$ cat config.mk
export PLATFORM = sky130hd
export DESIGN_NAME = fi_div_seq_flat
export DESIGN_NICKNAME = d
export VERILOG_FILES = /design/src/rtl/fi_div_seq_pkg.sv /design/src/rtl/fi_div_seq_if.sv /design/src/rtl/fi_div_seq_step.sv /design/src/rtl/fi_div_seq.sv /design/src/flat_wrapper.sv
export SDC_FILE = /design/constraint.sdc
export NUM_CORES = 1
export LEC_CHECK = 0
export ABC_AREA = 1
export BUFFER_PORTS_ARGS = -buffer_cell sky130_fd_sc_hd__buf_2
export CAP_MARGIN = 15
export CELL_PAD_IN_SITES_DETAIL_PLACEMENT = 0
export CELL_PAD_IN_SITES_GLOBAL_PLACEMENT = 2
export CORE_UTILIZATION = 32
export CTS_BUF_LIST = sky130_fd_sc_hd__clkbuf_16
export DETAILED_ROUTE_END_ITERATION = 12
export PLACE_DENSITY_LB_ADDON = 0.1
export REMOVE_ABC_BUFFERS = 1
export SYNTH_ARGS = -nofsm -noshare
export SYNTH_HDL_FRONTEND = slang
export SYNTH_SLANG_ARGS = --single-unit
$ cat constraint.sdc
create_clock -name clk -period 5.15 [get_ports clk]
set_clock_uncertainty 0.1 [all_clocks]
set_input_delay 0.515 -clock clk [delete_from_list [all_inputs] [get_ports clk]]
set_output_delay 0.515 -clock clk [all_outputs]
set_load 0.005 [all_outputs]
$ cat src/rtl/fi_div_seq_pkg.sv
// Shared definitions for the sequential fixed-point divider: default word format and FSM encoding.
package fi_div_seq_pkg;

    localparam int unsigned WS_DEF = 16;
    localparam int unsigned DP_DEF = 8;

    typedef enum logic [1:0] {
        ST_IDLE = 2'd0,
        ST_CALC = 2'd1,
        ST_FIX  = 2'd2,
        ST_DONE = 2'd3
    } state_e;

endpackage

$ cat src/rtl/fi_div_seq_if.sv
// Operand/result handshake bundle between a producer/consumer and the divider.
interface fi_div_seq_if import fi_div_seq_pkg::*; #(
    parameter int unsigned ws = WS_DEF
);
    logic          in_valid;
    logic          in_ready;
    logic [ws-1:0] a;
    logic [ws-1:0] b;
    logic          out_valid;
    logic          out_ready;
    logic [ws-1:0] c;
    logic          ovf;
    logic          dz;
    logic          busy;

    modport master (
        output in_valid, a, b, out_ready,
        input  in_ready, out_valid, c, ovf, dz, busy
    );

    modport slave (
        input  in_valid, a, b, out_ready,
        output in_ready, out_valid, c, ovf, dz, busy
    );
endinterface

$ cat src/rtl/fi_div_seq_step.sv
// One restoring-division step: shift in the next dividend bit, subtract the divisor when it fits.
module fi_div_step #(
    parameter int unsigned ws = 16
) (
    input  logic [ws:0]   rem_c_i,
    input  logic          bit_c_i,
    input  logic [ws-1:0] div_c_i,
    output logic [ws:0]   rem_c,
    output logic          q_c
);
    localparam int unsigned SW = ws + 2;
    localparam int unsigned RW = ws + 1;

    logic [SW-1:0] sh_c;
    logic [SW-1:0] diff_c;

    always_comb begin
        sh_c   = {rem_c_i, bit_c_i};
        diff_c = sh_c - SW'(div_c_i);
        q_c    = (sh_c >= SW'(div_c_i));
        rem_c  = q_c ? RW'(diff_c) : RW'(sh_c);
    end
endmodule

$ cat src/rtl/fi_div_seq.sv
// Multi-cycle signed fixed-point divider c = (a << dp) / b, one quotient bit per cycle on magnitudes.
module fi_div_seq import fi_div_seq_pkg::*; #(
    parameter int unsigned ws  = WS_DEF,
    parameter int unsigned dp  = DP_DEF,
    parameter bit          SAT = 1'b0
) (
    input logic         clk,
    input logic         rst,
    fi_div_seq_if.slave bus
);
    localparam int unsigned N  = ws + dp;
    localparam int unsigned NW = N + 1;
    localparam int unsigned RW = ws + 1;
    localparam int unsigned CW = $clog2(N + 1);
    localparam logic [ws-1:0] FI_MAX = {1'b0, {(ws-1){1'b1}}};
    localparam logic [ws-1:0] FI_MIN = {1'b1, {(ws-1){1'b0}}};
    localparam logic [NW-1:0] Q_LIM  = NW'(1) << (ws - 1);

    state_e        state_q, state_d;
    logic          sa_q, sa_d, sb_q, sb_d;
    logic [ws-1:0] mag_b_q, mag_b_d;
    logic [N-1:0]  dvd_q, dvd_d;
    logic [N-1:0]  quo_q, quo_d;
    logic [RW-1:0] rem_q, rem_d;
    logic [CW-1:0] cnt_q, cnt_d;
    logic [ws-1:0] c_q, c_d;
    logic          ovf_q, ovf_d, dz_q, dz_d;
    logic          in_ready_q, in_ready_d, out_valid_q, out_valid_d, busy_q, busy_d;

    logic [ws-1:0] mag_a_c, mag_b_c;
    logic [RW-1:0] step_rem_c;
    logic          step_q_c;
    logic [NW-1:0] q_ext_c, r_c;
    logic          neg_c, fits_c;
    logic [ws-1:0] res_c;

    assign mag_a_c = bus.a[ws-1] ? (~bus.a + ws'(1)) : bus.a;
    assign mag_b_c = bus.b[ws-1] ? (~bus.b + ws'(1)) : bus.b;

    fi_div_step #(.ws(ws)) u_step (
        .rem_c_i (rem_q),
        .bit_c_i (dvd_q[N-1]),
        .div_c_i (mag_b_q),
        .rem_c   (step_rem_c),
        .q_c     (step_q_c)
    );

    // Sign restoration and range check of the magnitude quotient
    always_comb begin
        q_ext_c = {1'b0, quo_q};
        neg_c   = (sa_q ^ sb_q) && (quo_q != '0);
        fits_c  = neg_c ? (q_ext_c <= Q_LIM) : (q_ext_c < Q_LIM);
        r_c     = neg_c ? (~q_ext_c + NW'(1)) : q_ext_c;
        res_c   = ws'(r_c);
    end

    always_ff @(posedge clk) begin
        if (rst) begin
            state_q     <= ST_IDLE;
            sa_q        <= 1'b0;
            sb_q        <= 1'b0;
            mag_b_q     <= '0;
            dvd_q       <= '0;
            quo_q       <= '0;
            rem_q       <= '0;
            cnt_q       <= '0;
            c_q         <= '0;
            ovf_q       <= 1'b0;
            dz_q        <= 1'b0;
            in_ready_q  <= 1'b1;
            out_valid_q <= 1'b0;
            busy_q      <= 1'b0;
        end else begin
            state_q     <= state_d;
            sa_q        <= sa_d;
            sb_q        <= sb_d;
            mag_b_q     <= mag_b_d;
            dvd_q       <= dvd_d;
            quo_q       <= quo_d;
            rem_q       <= rem_d;
            cnt_q       <= cnt_d;
            c_q         <= c_d;
            ovf_q       <= ovf_d;
            dz_q        <= dz_d;
            in_ready_q  <= in_ready_d;
            out_valid_q <= out_valid_d;
            busy_q      <= busy_d;
        end
    end

    always_comb begin
        state_d = state_q;
        case (state_q)
            ST_IDLE: if (bus.in_valid) state_d = (bus.b == '0) ? ST_DONE : ST_CALC;
            ST_CALC: if (cnt_q == CW'(N - 1)) state_d = ST_FIX;
            ST_FIX:  state_d = ST_DONE;
            ST_DONE: if (bus.out_ready) state_d = ST_IDLE;
            default: state_d = ST_IDLE;
        endcase
    end

    always_comb begin
        sa_d    = sa_q;
        sb_d    = sb_q;
        mag_b_d = mag_b_q;
        dvd_d   = dvd_q;
        quo_d   = quo_q;
        rem_d   = rem_q;
        cnt_d   = cnt_q;
        c_d     = c_q;
        ovf_d   = ovf_q;
        dz_d    = dz_q;
        case (state_q)
            ST_IDLE: begin
                if (bus.in_valid) begin
                    sa_d    = bus.a[ws-1];
                    sb_d    = bus.b[ws-1];
                    mag_b_d = mag_b_c;
                    dvd_d   = {mag_a_c, {dp{1'b0}}};
                    quo_d   = '0;
                    rem_d   = '0;
                    cnt_d   = '0;
                    ovf_d   = 1'b0;
                    dz_d    = (bus.b == '0);
                    // Divide-by-zero saturates toward the dividend's sign
                    if (bus.b == '0) c_d = bus.a[ws-1] ? FI_MIN : FI_MAX;
                end
            end
            ST_CALC: begin
                rem_d = step_rem_c;
                quo_d = {quo_q[N-2:0], step_q_c};
                dvd_d = dvd_q << 1;
                cnt_d = cnt_q + CW'(1);
            end
            ST_FIX: begin
                ovf_d = !fits_c;
                dz_d  = 1'b0;
                c_d   = (fits_c || !SAT) ? res_c : (neg_c ? FI_MIN : FI_MAX);
            end
            default: ;
        endcase
        in_ready_d  = (state_d == ST_IDLE);
        out_valid_d = (state_d == ST_DONE);
        busy_d      = (state_d == ST_CALC) || (state_d == ST_FIX);
    end

    assign bus.in_ready  = in_ready_q;
    assign bus.out_valid = out_valid_q;
    assign bus.c         = c_q;
    assign bus.ovf       = ovf_q;
    assign bus.dz        = dz_q;
    assign bus.busy      = busy_q;
endmodule

$ cat src/flat_wrapper.sv
// flat-port wrapper written by rule: the top's interface ports become plain ports
module fi_div_seq_flat import fi_div_seq_pkg::*;
#(
    parameter int unsigned ws  = WS_DEF,
    parameter int unsigned dp  = DP_DEF,
    parameter bit          SAT = 1'b0
)
  (clk, rst, bus_in_valid, bus_a, bus_b, bus_out_ready, bus_in_ready, bus_out_valid, bus_c, bus_ovf, bus_dz, bus_busy);
  fi_div_seq_if #(.ws(ws)) bus_i ();
  input logic clk;
  input logic rst;
  input wire logic [$bits(bus_i.in_valid)-1:0] bus_in_valid;
  input wire logic [$bits(bus_i.a)-1:0] bus_a;
  input wire logic [$bits(bus_i.b)-1:0] bus_b;
  input wire logic [$bits(bus_i.out_ready)-1:0] bus_out_ready;
  output wire logic [$bits(bus_i.in_ready)-1:0] bus_in_ready;
  output wire logic [$bits(bus_i.out_valid)-1:0] bus_out_valid;
  output wire logic [$bits(bus_i.c)-1:0] bus_c;
  output wire logic [$bits(bus_i.ovf)-1:0] bus_ovf;
  output wire logic [$bits(bus_i.dz)-1:0] bus_dz;
  output wire logic [$bits(bus_i.busy)-1:0] bus_busy;
  assign bus_i.in_valid = bus_in_valid;
  assign bus_i.a = bus_a;
  assign bus_i.b = bus_b;
  assign bus_i.out_ready = bus_out_ready;
  assign bus_in_ready = bus_i.in_ready;
  assign bus_out_valid = bus_i.out_valid;
  assign bus_c = bus_i.c;
  assign bus_ovf = bus_i.ovf;
  assign bus_dz = bus_i.dz;
  assign bus_busy = bus_i.busy;
  fi_div_seq #(.ws(ws), .dp(dp), .SAT(SAT)) u_core (.clk(clk), .rst(rst), .bus(bus_i));
endmodule
==> flow_summary_export.csv, run 1 <==
group,metric,value,unit
yosys,ys_top_cells_by_count,"256 x nand2_1, 131 x inv_1, 105 x a21oi_1",
timing,fin_hold_ws,336,ps
floorplanning,die_h,144,um
power,combPwrFrac,44.9,%
floorplanning,rows,51,
final_layout,final_util,36.7,%
route,viasPerCell,4.76,
yosys,synth-edff-count,0,
timing,slew_headroom,25.5,%
power,power_switching_share,43.1,%
final_layout,area_growth,11.8,%
final_layout,fin_nets,1080,
floorplanning,die_w,144,um
timing,finalWorstSetupSlack,2540,ps
yosys,synth-warning-count,0,
route,wirelength,18400,um
flow_run,maxCapViolCount,0,
yosys,ys_ff_latch,103,
clock_tree,postCtsHoldBufs,0,
yosys,ys_seq_area_share,32.1,%
final_layout,drive_gt1_share,11.6,%
route,post_drt_wl_per_cell,14.2,um
route,detail-route-antenna-nets,0,
clock_tree,cts_made_buffers,9,
timing,fin_crit_sh,50.6,%
floorplanning,dieArea,0.0206,mm^2
yosys,synth_top_area_share,32.1,%
yosys,yosys.area.top_type,"dfxtp_1",
clock_tree,post_cts_resized,0,
clock_tree,postCtsSetupBuffers,0,
yosys,synth_area_leaders,"dfxtp_1 32%, nand2_1 15%, a21oi_1 8.2%, inv_1 7.7%, nand3_1 6.4%",
clock_tree,clk_pin_slew_worst_paths,80,ps
setup_path,critPathKind,"reg2reg",
place,dp_hpwl,13000,um
yosys,synth_area,0.00641,mm^2
global_routing,grt_max_degree,72,
route,drc,0,
global_routing,grt_pass1_wl,30800,um
power,internal_power,1.64,mW
power,p_leak,3.28,nW
floorplanning,start_util,32.8,%
place,post-place-ws,2410,ps
yosys,ys.flop_type,"dfxtp_1",
route,drtIter0Drc,313,
floorplanning,io_pins,57,
timing,setup_viol,0,
yosys,async_flop_share,0,%
power,power.switching,1.25,mW
power,pwr-share-clk,23.3,%
timing,setup_tns,0,ps
power,ir_drop,0.194,mV
hold_path,hp-class,"in2reg",
timing,drv_slew,0,
global_routing,overflow,0,
timing,min_period,2610,ps
clock_tree,htree_levels,3,
clock_tree,cts_sinks,103,
route,drtPass1Iterations,5,
clock_tree,clockBufferDepth,2,
setup_path,crit_fanout,62,
power,seq_power_share,31.8,%
place,port_buffers,56,
clock_tree,clkLatencyLatePin,350,ps
setup_path,cp-end-kind,"flop",
yosys,synthCells,986,
setup_path,cp.arrival,2790,ps
floorplanning,core_area,0.0195,mm^2
global_routing,antenna_found_initial,3,
power,p_per_area,403,mW/mm^2
route,vias,6149,
global_routing,grt_use_total,19.2,%
yosys,syn_area_per_cell,6.50,um^2
clock_tree,cts_tree,"yes",
timing,timing.fmax,0.384,GHz
timing,grt_setup_unrepaired,"no",
global_routing,grt_pass1_vias,5975,
timing,worst-slew-pin-transition,1120,ps
yosys,synth_cell_types,44,
timing,finalHoldViolCount,0,
place,gp_congestion,0.755,
setup_path,crit_required,5340,ps
setup_path,startpoint_type,"flop",
clock_tree,cts-root-buf,"clkbuf_16",
yosys,yosysMostFrequentCell,"nand2_1",
run_status,status,"completed",
-- worst paths after layout --
path                            to         startpoint  cells past startpoint  slack [ps]
setup reg to reg  u_core.rem_q[16]  u_core.state_q[1]                      6        2540
setup / recovery  u_core.rem_q[16]  u_core.state_q[1]                      6        2540
hold reg to reg   u_core.quo_q[23]   u_core.quo_q[23]                      2         360
hold / removal     u_core.dvd_q[8]           bus_a[0]                      3         340
-- placed cells by master (no fill, tap or decap), types with 20 or more instances in the layout --
| cell type | instances |
|---|---|
| nand4_1 | 20 |
| inv_1 | 132 |
| dfxtp_1 | 103 |
| a21oi_1 | 105 |
| buf_2 | 56 |
| ha_1 | 22 |
| nand3_1 | 82 |
| nor2_1 | 73 |
| nand2_1 | 256 |
| o21ai_0 | 42 |
-- sequential cells by signal (all words and copies together) (netlist names) --
name,count
u_core.mag_b_q,16
u_core.rem_q,17
u_core.sa_q,1
u_core.state_q,2
u_core.sb_q,1
u_core.cnt_q,5
u_core.quo_q,24
u_core.bus.c,16
u_core.bus.ovf,1
u_core.bus.dz,1
u_core.bus.out_valid,1
u_core.dvd_q,16
u_core.bus.busy,1
u_core.bus.in_ready,1
-- per-stage QoR --
| step | std cells | area, um^2 | power, mW |
|---|---|---|---|
| finish | 1293 | 7170 | 2.89 |
| global route | 1291 | 7170 | 3.14 |
| CTS | 1291 | 7170 | 2.94 |
| detailed placement | 1275 | 6890 | 2.25 |
| global placement | 1275 | 6890 | 2.26 |
| floorplan | 950 | 6240 | 1.90 |
-- power by group through the flow --
stage / clock, mW / combinational [mW] / sequential (mW)
detailed placement: 0 / 1.31 / 0.936
global route: 0.732 / 1.48 / 0.929
finish: 0.673 / 1.30 / 0.919
floorplan: 0 / 0.978 / 0.922
global placement: 0 / 1.32 / 0.937
CTS: 0.707 / 1.32 / 0.920
-- layer usage --
layer / routed length (um) / track usage (%)
met1: 9410 / 26.3
met2: 8320 / 31.0
met3: 488 / 3.27
met4: 197 / 4.98
met5: 12 / 0
-- logic make-up after synthesis --
family | Yosys count | synth area share [%]
AOI/OAI and AO/OA | 177 | 15.0
xor gates and xnor gates | 22 | 3.00
adders and majority gates | 23 | 4.60
buffers and inverters | 176 | 11.0
DFF | 103 | 32.1
and+or+nand+nor | 485 | 34.2
-- cell type report --
class | instances | area [um^2]
Antenna cell | 2 | 5.00
Clock buffer | 9 | 225
Clock inverter | 7 | 53.8
Fill cell | 2216 | 12400
Inverter | 140 | 527
Multi-Input combinational cell | 707 | 3660
Sequential cell | 103 | 2060
Tap cell | 265 | 332
Timing Repair Buffer | 60 | 310
-- worst max-delay path, cell delays in order (launching register included) --
cell,delay [ps]
dfxtp_1,430
nor2_4,50
buf_4,350
nor2_4,960
buf_4,390
nand2_1,100
a21oi_2,130
No activity file was read; power rests on OpenSTA's default activity.
==> inputs of run 2 (changes only) <==
==> constraint.sdc (replaced) <==
create_clock -name clk -period 2.7 [get_ports clk]
set_clock_uncertainty 0.1 [all_clocks]
set_input_delay 0.27 -clock clk [delete_from_list [all_inputs] [get_ports clk]]
set_output_delay 0.27 -clock clk [all_outputs]
set_load 0.005 [all_outputs]
==> run 2 against run 1 <==
  * Via count is 1.0% lower
  * Largest power group unchanged
  * Non-clock buffer count is 6 higher
  * Fmax is 14% higher
  * Clock-buffer cell count stayed put
  * Cell count is 0.39% higher
  * Worst setup slack worse by 2100 ps
  * Sequential cell count stayed put
  * Global-route usage is 0.33 points lower
  * Sequential share of layout area is 0.32 points lower
==> flow_summary_export.csv, run 2 (synthesis gave the netlist of run 1 again) <==
group,metric,value,unit
run_status,status,"completed",
timing,timing.fmax,0.439,GHz
global_routing,grt_pass1_wl,30300,um
final_layout,top_regs,"u_core.quo_q x24, u_core.rem_q x17",
clock_tree,clockBufferDepth,2,
power,ir_drop,0.313,mV
place,dpl_cell_area,0.00693,mm^2
floorplanning,io_pins,57,
power,internal_power,3.27,mW
floorplanning,start_util,32.8,%
floorplanning,dieArea,0.0206,mm^2
floorplanning,core_area,0.0195,mm^2
setup_path,cp-end-kind,"flop",
route,viasPerCell,4.69,
route,drtIter0Drc,264,
global_routing,grt_max_degree,81,
clock_tree,clk_pin_slew_worst_paths,70,ps
setup_path,critPathKind,"reg2reg",
floorplanning,rows,51,
setup_path,crit_fanout,18,
final_layout,fin_nets,1086,
timing,worst-slew-pin-transition,916,ps
clock_tree,cts_tree,"yes",
flow_run,maxCapViolCount,0,
timing,grt_setup_unrepaired,"no",
final_layout,top_register,"u_core.quo_q",
power,power.switching,2.41,mW
setup_path,cp.arrival,2380,ps
final_layout,final_common_cell,"nand2_1",
clock_tree,cts_sinks,103,
global_routing,overflow,0,
power,seq_power_share,30.8,%
timing,setup_viol,0,
final_layout,fin_cells,1298,
place,post-place-ws,414,ps
route,vias,6086,
clock_tree,htree_levels,3,
hold_path,hp-class,"in2reg",
clock_tree,clkLatencyLatePin,360,ps
final_layout,final_cell_mix,"256 x nand2_1, 131 x inv_1, 105 x a21oi_1, 103 x dfxtp_1, 82 x nand3_1",
final_layout,design_area,0.00725,mm^2
power,p_per_area,783,mW/mm^2
clock_tree,cts_made_buffers,9,
route,detail-route-antenna-nets,0,
place,gp_congestion,0.789,
timing,fin_crit_sh,84.4,%
power,pwr-share-clk,24.7,%
final_layout,area_growth,13.1,%
global_routing,grt_pass1_vias,5817,
final_layout,largest_register_ff_count,24,
route,drtPass1Iterations,4,
floorplanning,die_h,144,um
clock_tree,postCtsSetupBuffers,0,
route,post_drt_wl_per_cell,13.9,um
clock_tree,cts-root-buf,"clkbuf_16",
route,wirelength,18100,um
power,power_switching_share,42.4,%
clock_tree,postCtsHoldBufs,0,
place,place_inst,1281,
final_layout,drive_gt1_share,12.3,%
timing,slew_headroom,38.9,%
global_routing,grt_use_total,18.9,%
floorplanning,die_w,144,um
timing,min_period,2280,ps
setup_path,startpoint_type,"flop",
timing,finalHoldViolCount,0,
clock_tree,post_cts_resized,0,
power,p_leak,3.32,nW
timing,finalWorstSetupSlack,420,ps
final_layout,fillers,2220,
timing,drv_slew,0,
place,dp_hpwl,13300,um
place,port_buffers,56,
global_routing,antenna_found_initial,2,
setup_path,crit_required,2800,ps
route,drc,0,
final_layout,final_util,37.1,%
power,combPwrFrac,44.4,%
## run 2: layer usage
| layer | routed length, um | up-vias | GRT usage [%] |
|---|---|---|---|
| met3 | 491 | 16 | 2.60 |
| met2 | 7780 | 61 | 29.0 |
| met1 | 9580 | 2743 | 27.3 |
| met4 | 213 | 2 | 5.32 |
| li1 | - | 3264 | - |
| met5 | 12 | - | 0 |
## run 2: worst max-delay path: stages (launching register included)
cell and delay [ps]:
dfxtp_1 330, inv_1 70, ha_1 220, fa_1 440, inv_1 110, nand3_1 100, nand3_2 130, nand2_4 140
nand3_4 230, nand3_1 120, nand2_1 90, a21oi_1 50
## run 2: worst paths after layout
path               startpoint  slack (ps)                to  cells past startpoint
min                  bus_a[0]          90   u_core.dvd_q[8]                      3
max reg2reg  u_core.dvd_q[23]         420  u_core.rem_q[13]                     11
max          u_core.dvd_q[23]         420  u_core.rem_q[13]                     11
min reg2reg  u_core.bus.c[15]         370  u_core.bus.c[15]                      2
## run 2: area by class of cell
cell class | instances | area (um^2) | share of cell area, %
multi-input combinational | 707 | 3660 | 50.4
inverter | 140 | 527 | 7.26
sequential | 103 | 2060 | 28.4
timing repair buffer | 66 | 355 | 4.90
clock buffer | 9 | 225 | 3.11
tap | 265 | 332 | 4.57
clock inverter | 7 | 91.3 | 1.26
antenna | 1 | 2.50 | 0.0345
## run 2: power by group through the flow
stage               combinational, mW  clock [mW]  sequential, mW
global route                     2.91        1.51            1.77
global placement                 2.58           0            1.79
detailed placement               2.55           0            1.79
CTS                              2.56        1.45            1.75
finish                           2.52        1.40            1.75
floorplan                        1.87           0            1.76
## run 2: per-stage QoR
| step | TNS [ps] | hold slack, ps | total power, mW |
|---|---|---|---|
| 2_1_floorplan | -5930 | 232 | 3.62 |
| 3_3_place_gp | 0 | 353 | 4.36 |
| 5_1_grt | 0 | 94.0 | 6.19 |
| 6_report | 0 | 92.4 | 5.68 |
| 4_1_cts | 0 | 84.3 | 5.76 |
| 3_5_place_dp | 0 | 356 | 4.34 |
==> inputs of run 3 (changes only) <==
--- a/config.mk
+++ b/config.mk
@@ -5,7 +5,7 @@
 export SDC_FILE = /design/constraint.sdc
 export NUM_CORES = 1
 export LEC_CHECK = 0
-export ABC_AREA = 1
+export ABC_AREA = 0
 export BUFFER_PORTS_ARGS = -buffer_cell sky130_fd_sc_hd__buf_2
 export CAP_MARGIN = 15
 export CELL_PAD_IN_SITES_DETAIL_PLACEMENT = 0
==> constraint.sdc (replaced) <==
create_clock -name clk -period 2.18 [get_ports clk]
set_clock_uncertainty 0.1 [all_clocks]
set_input_delay 0.218 -clock clk [delete_from_list [all_inputs] [get_ports clk]]
set_output_delay 0.218 -clock clk [all_outputs]
set_load 0.005 [all_outputs]
==> run 3 against run 2 <==
  * Worst setup slack worse by 530 ps
  * Register-to-register slack worse by 530 ps
  * Wire length down 9.4%
  * Core utilization up 6.7 points
  * Fmax fell by 0.60%
  * The flow now finishes with violations (negative setup slack)
  * Synthesized area fell by 11%
  * Via count shrank 9.0%
  * Total power grew 38%
  * Clock power rose by 27%
==> flow_summary_export.csv, run 3 <==
group,metric,value,unit
timing,min_period,2290,ps
setup_path,crit_fanout,4,
global_routing,grt_max_degree,45,
power,total_power,7.84,mW
setup_path,rr_worst_depth,11,
place,place_inst,1053,
hold_path,holdCritStartpoint,"bus_a[0]",
yosys,yosys.area.top_type,"dfxtp_1",
floorplanning,dieArea,0.0184,mm^2
setup_path,crit_path_end,"u_core.rem_q[3]",
timing,finalHoldViolCount,0,
setup_path,cp.arrival,2420,ps
setup_path,startpoint,"u_core.mag_b_q[15]",
power,combPwrFrac,49.5,%
yosys,synth_cell_types,60,
setup_path,cp-end-kind,"flop",
yosys,ys_top_cells_by_count,"103 x dfxtp_1, 89 x nand2_1, 74 x a21oi_1",
power,internal_power,4.99,mW
route,post_drt_wl_per_cell,15.2,um
place,gp_congestion,0.828,
route,viasPerCell,5.15,
clock_tree,cts_sinks,103,
power,power_switching_share,36.3,%
floorplanning,die_w,136,um
route,drc,0,
timing,fin_hold_ws,38.4,ps
yosys,synth-edff-count,0,
timing,drv_slew,0,
final_layout,final_common_cell,"buf_4",
yosys,synth_area,0.00571,mm^2
global_routing,grt_use_total,18.5,%
run_status,violations,"negative setup slack",
setup_path,critPathKind,"reg2reg",
flow_run,maxCapViolCount,0,
clock_tree,cts_made_buffers,9,
final_layout,final_cell_mix,"104 x buf_4, 92 x dfxtp_1, 88 x nand2_1, 66 x a21oi_1, 56 x buf_2",
place,port_buffers,56,
final_layout,top_regs,"u_core.quo_q x24, u_core.rem_q x17",
floorplanning,rows,48,
global_routing,overflow,0,
final_layout,top_register,"u_core.quo_q",
yosys,syn_area_per_cell,8.07,um^2
clock_tree,clockBufferDepth,2,
run_status,status,"finished, violations left",
clock_tree,postCtsHoldBufs,0,
final_layout,diodes,0,
clock_tree,clkLatencyLatePin,350,ps
clock_tree,cts-root-buf,"clkbuf_16",
power,ir_drop,0.596,mV
yosys,ys_ff_latch,103,
setup_path,reg2reg_to,"u_core.rem_q[3]",
timing,fin_crit_sh,105,%
timing,setup_viol,17,
timing,worst-slew-pin-transition,730,ps
power,pwr-share-clk,22.7,%
route,detail-route-antenna-nets,0,
yosys,synth_top_area_share,36.1,%
clock_tree,htree_levels,3,
clock_tree,cts_tree,"yes",
final_layout,fin_nets,905,
route,drtPass1Iterations,5,
final_layout,largest_register_ff_count,24,
timing,setup_tns,-1300,ps
yosys,synth_area_leaders,"dfxtp_1 36%, a21oi_1 6.5%, nand2_1 5.9%, ha_1 4.8%, xor2_1 4.8%",
timing,finalWorstSetupSlack,-114,ps
yosys,ys.flop_type,"dfxtp_1",
timing,grt_setup_unrepaired,"yes",
final_layout,drive_gt1_share,29.7,%
place,dp_hpwl,11900,um
setup_path,r2r-start,"u_core.mag_b_q[15]",
route,drtIter0Drc,218,
clock_tree,clk_pin_slew_worst_paths,70,ps
power,p_per_area,1030,mW/mm^2
final_layout,area_growth,33.2,%
timing,timing.fmax,0.436,GHz
floorplanning,core_area,0.0174,mm^2
hold_path,hp-class,"in2reg",
final_layout,final_util,43.8,%
setup_path,rrSetupSlack,-110,ps
setup_path,startpoint_type,"flop",
final_layout,fin_cells,1076,
global_routing,antenna_found_initial,0,
yosys,synthCells,707,
yosys,async_flop_share,0,%
power,p_leak,3.07,nW
route,wirelength,16400,um
global_routing,grt_pass1_vias,5336,
global_routing,grt_pass1_wl,27000,um
floorplanning,io_pins,57,
power,seq_power_share,27.8,%
yosys,ys_seq_area_share,36.1,%
power,power.switching,2.84,mW
yosys,synth-warning-count,0,
route,vias,5541,
floorplanning,start_util,32.9,%
timing,slew_headroom,51.0,%
setup_path,crit_required,2310,ps
floorplanning,die_h,136,um
yosys,yosysMostFrequentCell,"dfxtp_1",
## run 3: repair_timing
action	CTS	global route
gates cloned	0	1
setup endpoints to repair	23	26
buffers inserted	3	2
pin swaps	11	7
resized for setup	55	18
## run 3: final cells by class
| type | instances | area (um^2) |
|---|---|---|
| clock buffers | 9 | 225 |
| clock inverters | 7 | 93.8 |
| fillers | 1720 | 9750 |
| inverters | 26 | 97.6 |
| multi-input cells | 541 | 3690 |
| flip-flops and latches | 103 | 2080 |
| well taps | 225 | 282 |
| repair buffers | 165 | 1130 |
## run 3: layer usage
layer	global-route usage [%]	routed length (um)
met5	0	0
met4	6.55	230
met3	2.21	518
met2	29.5	7430
met1	25.5	8200
## run 3: stage by stage
step	setup slack (ps)	area (um^2)
6_report	-114	7600
5_1_grt	-191	7600
4_1_cts	-86.0	7490
3_5_place_dp	-416	6920
3_3_place_gp	-271	6910
2_1_floorplan	-1010	5550
## run 3: cells by family after synthesis
logic type / synth area share, %
xor gates and xnor gates: 7.67
DFF: 36.1
and+or+nand+nor: 21.2
AOI/OAI and AO/OA: 23.7
buffers and inverters: 4.54
muxes: 1.58
adders and majority gates: 5.17
## run 3: power by group through the flow
| stage | Sequential [mW] | Combinational (mW) | Clock [mW] |
|---|---|---|---|
| 6_report | 2.18 | 3.88 | 1.78 |
| 5_1_grt | 2.20 | 4.19 | 1.90 |
| 4_1_cts | 2.17 | 3.63 | 1.83 |
| 3_5_place_dp | 2.19 | 3.20 | 0 |
| 3_3_place_gp | 2.19 | 3.16 | 0 |
| 2_1_floorplan | 2.18 | 1.72 | 0 |
## run 3: how the worst min path moves through the flow
stage                        endpoint  slack (ps)  depth (start not counted)
detailed placement   u_core.quo_q[23]         360                          2
global placement    u_core.mag_b_q[0]         350                          2
global route          u_core.dvd_q[8]          60                          3
floorplan             u_core.bus.c[6]         180                          1
CTS                   u_core.dvd_q[8]          20                          3
finish                u_core.dvd_q[8]          40                          3
## run 3: worst max-delay path, cell delays in order (launching register included)
cell     delay [ps]
dfxtp_2         340
inv_2            50
ha_4            220
a21oi_2         120
o21ai_1         100
or4_4           510
a21oi_4         180
buf_6           140
nand2_4          60
buf_12          140
mux2i_1         140
o21ai_1          70
